===== src/rtl/interrupt_arbiter.sv =====
// interrupt_arbiter: prioritised interrupt injection (frame > jump > aux) with a one-cycle gap between presentations.
// Optional IRQ_DROP_COUNT_EN adds drop_count, a saturating count of events merged into an already-pending request.
module interrupt_arbiter #(
   parameter logic [26:0] FRAME_ISR_ADDR = 27'd16,
   parameter logic [26:0] JUMP_ISR_ADDR = 27'd64,
   parameter logic [26:0] AUX_ISR_ADDR = 27'd128,
   parameter int DEBOUNCE_CYCLES = 16
) (
   input logic sysclk,
   input logic reset,
   input logic frame_rt_clk,
   input logic jump_key,
   input logic aux_evt,
   input logic irq_enable,
   input logic irq_ack,
   output logic irq_valid,
   output logic [31:0] interrupt_instruction,
`ifdef IRQ_DROP_COUNT_EN
   output logic [7:0] drop_count,
`endif
   output logic [1:0] irq_src
);
   localparam int CW = $clog2(DEBOUNCE_CYCLES + 1);
   typedef enum logic [1:0] {IDLE, PRESENT, GAP} state_t;
   state_t state, state_d;
   logic [1:0] f_s, j_s, sel, sel_d;
   logic f_d, j_acc, j_hit, frame_rise, jump_rise;
   logic [CW-1:0] j_cnt;
   logic [2:0] pend, set_ev, clr;
   logic [26:0] addr;
   assign frame_rise = f_s[1] & ~f_d;
   assign j_hit = (j_s[1] != j_acc) && (j_cnt == CW'(DEBOUNCE_CYCLES - 1));
   assign jump_rise = j_hit & j_s[1];
   assign set_ev = {aux_evt, jump_rise, frame_rise};
   always_ff @(posedge sysclk or posedge reset) begin
      if (reset) begin
         f_s <= '0;
         j_s <= '0;
         f_d <= 1'b0;
         j_acc <= 1'b0;
         j_cnt <= '0;
         pend <= '0;
         state <= IDLE;
         sel <= 2'd0;
      end else begin
         f_s <= {f_s[0], frame_rt_clk};
         j_s <= {j_s[0], jump_key};
         f_d <= f_s[1];
         j_cnt <= (j_s[1] == j_acc || j_hit) ? '0 : j_cnt + 1'b1;
         if (j_hit) j_acc <= j_s[1];
         // set wins over an acknowledge clearing the same source
         pend <= (pend & ~clr) | set_ev;
         state <= state_d;
         sel <= sel_d;
      end
   end
   always_comb begin
      state_d = state;
      sel_d = sel;
      clr = 3'b000;
      case (state)
         IDLE: if (irq_enable && pend != 3'b000) begin
            sel_d = pend[0] ? 2'd0 : pend[1] ? 2'd1 : 2'd2;
            state_d = PRESENT;
         end
         PRESENT: if (irq_ack) begin
            clr[sel] = 1'b1;
            state_d = GAP;
         end
         default: state_d = IDLE;
      endcase
   end
   assign addr = sel == 2'd0 ? FRAME_ISR_ADDR : sel == 2'd1 ? JUMP_ISR_ADDR : AUX_ISR_ADDR;
   assign irq_valid = state == PRESENT;
   assign irq_src = irq_valid ? sel : 2'd3;
   assign interrupt_instruction = irq_valid ? {5'b00011, addr} : 32'd0;
`ifdef IRQ_DROP_COUNT_EN
   logic [2:0] merged;
   logic [8:0] drop_sum;
   assign merged = pend & set_ev & ~clr;
   assign drop_sum = {1'b0, drop_count} + 9'(merged[0]) + 9'(merged[1]) + 9'(merged[2]);
   always_ff @(posedge sysclk or posedge reset) begin
      if (reset) drop_count <= 8'd0;
      else drop_count <= drop_sum > 9'd255 ? 8'hff : drop_sum[7:0];
   end
`endif
endmodule


===== config.mk =====
export PLATFORM = sky130hd
export DESIGN_NAME = interrupt_arbiter
export DESIGN_NICKNAME = d
export VERILOG_FILES = /design/src/rtl/interrupt_arbiter.sv
export SDC_FILE = /design/constraint.sdc
export NUM_CORES = 1
export LEC_CHECK = 0
export ABC_AREA = 1
export BUFFER_PORTS_ARGS = -buffer_cell sky130_fd_sc_hd__buf_2
export CAP_MARGIN = 10
export CELL_PAD_IN_SITES_DETAIL_PLACEMENT = 0
export CELL_PAD_IN_SITES_GLOBAL_PLACEMENT = 1
export CORE_MARGIN = 3
export CORE_UTILIZATION = 36
export CTS_CLUSTER_DIAMETER = 150
export CTS_CLUSTER_SIZE = 30
export DETAILED_ROUTE_END_ITERATION = 10
export HOLD_SLACK_MARGIN = 0.05
export MAX_ROUTING_LAYER = met4
export PLACE_DENSITY = 0.89
export SLEW_MARGIN = 20
export SYNTH_ARGS = -nofsm -noshare
export SYNTH_HDL_FRONTEND = slang
export SYNTH_SLANG_ARGS = --single-unit
export TNS_END_PERCENT = 5

===== constraint.sdc =====
create_clock -name sysclk -period 3.3 [get_ports sysclk]
set_input_delay 0.66 -clock sysclk [delete_from_list [all_inputs] [get_ports sysclk]]
set_output_delay 0.66 -clock sysclk [all_outputs]
set_load 0.03 [all_outputs]

==> results.yml <==
setup_path:
  cp_data_required_time_ps: 2640
  path_max_fanout: 7
  max_stage_delay_ps: 400
  rr_worst_depth: 7
  end_kind: "output port"
  path_cells: "inv_1 -> nand2_2 -> inv_2 -> nand2_2 -> nor2_2 -> buf_2"
  critPathKind: "flop to output port"
  cp_slowest_cell: "dfrtp_1"
  arrival_ps: 1260
  path_common_cell: "nand2_2"
  startpoint_type: "flop"
detailed_routing:
  detail_route.first_pass.iterations: 4
  drc: 0
  wl_um: 1340
  wl_met2_um: 688
  viasPerCell: 4.00
  wl_per_cell_um: 8.53
  antenna_left: 0
  num_vias: 628
  wl_met1_um: 503
  drtIter0Drc: 6
  met3_wirelength_um: 127
  dr.max_layer_used: "met4"
grt:
  grt_pass1_wl_um: 2230
  grt_usage_pct: 8.71
  antenna_found_initial: 0
  gr-total-overflow: 0
  grt_pass1_vias: 553
  grt_max_degree: 19
cells_and_area:
  syn_to_final_growth_pct: 2.37
  fin_util_pct: 39.9
  drive_gt1_share_pct: 27.6
  nets: 137
  finalNonFillerCells: 157
  n_antenna_cell: 0
floorplan:
  die-area_sq_um: 3450
  initial_utilization_pct: 39.0
  die_y_um: 58.7
  rows: 18
  pin_count: 42
  fp.dieW_um: 58.7
  design.core.area_sq_um: 2570
clock_tree:
  clock_latency_ps: 290
  cts.sinks: 18
  postCtsSetupBuffers: 0
  cts_tree: "done"
  cts_buffers: 3
  clkTransAtPathRegs_ps: 100
  cts.path.max_buffers: 2
  cts-resized-gates: 0
  htree_levels: 1
  cts_root_buf: "clkbuf_4"
  postCtsHoldBufs: 0
placed_design:
  gp_congestion: 0.734
  dp_hpwl_um: 1100
  dp_slack_ps: 1680
  numPlacedInstances: 153
  io_buffers: 14
flow_run:
  maxCapViolations: 0
synth:
  ys_warn_count: 0
  synth_top_flop_cell: "dfrtp_1"
  synth_area_sq_um: 1000
  synth_edf_count: 0
  ys_types: 19
  synth-seq-cells: 18
  synth_cells: 112
  synthTopCellsByArea: "dfrtp_1 (45%), buf_4 (22%), nor2_2 (5.0%)"
  yosysSeqAreaShare_pct: 45.0
  synthTopCellsByCount: "buf_4 (29), dfrtp_1 (18), nand2_1 (13), inv_1 (11), nor2_2 (8)"
  synth_area_leader_cell: "dfrtp_1"
  yosysTopAreaCellShare_pct: 45.0
  synth.most_common_cell: "buf_4"
  avgSynthCellArea_sq_um: 8.94
  async_reset_ff_share_pct: 100
power_and_ir_drop:
  p_clk_share_pct: 19.1
  intPower_uw: 395
  leakage_nw: 0.546
  combPwrFrac_pct: 39.0
  ir_worst_vdd_uv: 501
  p_sw_share_pct: 43.2
  p_seq_share_pct: 41.9
  p_sw_uw: 300
  power_density_nw_per_um2: 678
sta:
  setup_slack_ps: 1380
  final-setup-viol-count: 0
  fin_crit_sh_pct: 58.2
  rsz0062_at_grt: "no"
  timing.fmax_mhz: 520
  slew_headroom_pct: 55.7
  timing.setup.tns_ps: 0
  worstMarginPinSlew_ps: 664
  slew_violations: 0
  finalCriticalPeriod_ps: 1920
  finalHoldViolations: 0
  skew_ps: 2.40
worst_hold_path:
  worstHoldPathType: "flop to flop"
  hold_path_depth: 0
status:
  outcome: "complete, no violations"
power groups by stage:
| stage | Sequential, mW | Clock, mW | Combinational, mW |
|---|---|---|---|
| floorplan | 0.290 | 0 | 0.257 |
| global placement | 0.296 | 0 | 0.271 |
| detailed placement | 0.297 | 0 | 0.276 |
| CTS | 0.292 | 0.140 | 0.276 |
| global route | 0.297 | 0.150 | 0.299 |
| finish | 0.291 | 0.133 | 0.271 |
sequential cells by signal, summed over array words and instances, names as in the netlist:
signal / cells
f_s: 2
j_s: 2
state: 2
j_acc: 1
pend: 3
j_cnt: 5
sel: 2
f_d: 1
worst paths after layout:
path                       startpoint  slack [ps]                       end
hold / removal                 f_s[0]         360                    f_s[1]
min in group asynchronous       reset         450                    j_s[1]
setup / recovery             state[1]        1380  interrupt_instruction[6]
max in group asynchronous       reset        2430                    sel[0]
setup reg to reg             j_cnt[0]        1900                  j_cnt[2]
hold reg to reg                f_s[0]         360                    f_s[1]
final cells by class:
cell class,count,area (sq um)
clock buffers,4,36.3
well taps,30,37.5
fillers,277,1540
multi-input cells,77,378
flip-flops and latches,18,450
inverters,14,52.6
repair buffers,14,70.1
kinds of logic after synthesis:
group                    after synthesis  synth area share (%)
adder cells (fa/ha/maj)                2                  2.50
other                                  1                 0.375
buffers and inverters                 43                  27.0
AO/OA/AOI/OAI                          7                  4.88
XOR/XNOR                               1                 0.875
AND/OR/NAND/NOR                       40                  19.4
flip-flops                            18                  45.0
metrics by stage:
stage,instance area (sq um),hold slack [ps],total power [mW]
final,1020,356,0.695
after global routing,1020,373,0.747
after CTS,1020,360,0.708
after detailed placement,988,335,0.573
after global placement,988,333,0.566
after floorplan,1100,331,0.548
critical path: cells and delay by family (launching register included):
family / cells / cell delay, ps
DFF: 1 / 400
buffers and inverters: 3 / 370
and+or+nand+nor: 3 / 210
routing by layer:
metal / up-vias / track usage (%)
li1: 317 / -
met1: 280 / 10.6
met2: 28 / 13.1
met3: 3 / 2.85
met4: 0 / 3.88
met5: - / -
layout by cell type, fill, tap and decap left out:
master     n
inv_2      3
o21ai_1    2
buf_2     14
clkbuf_8   1
xnor2_1    1
nor2_1     7
nand3_1    6
inv_1     11
nand2_2    3
a21oi_2    1
ha_1       2
o21bai_2   1
o21ai_2    1
clkbuf_4   3
nand4_1    2
nor2_2     8
conb_1    27
nand3b_1   1
nand2_1   13
o21ai_0    2
dfrtp_1   18
Power figures use the tool's default switching activity.
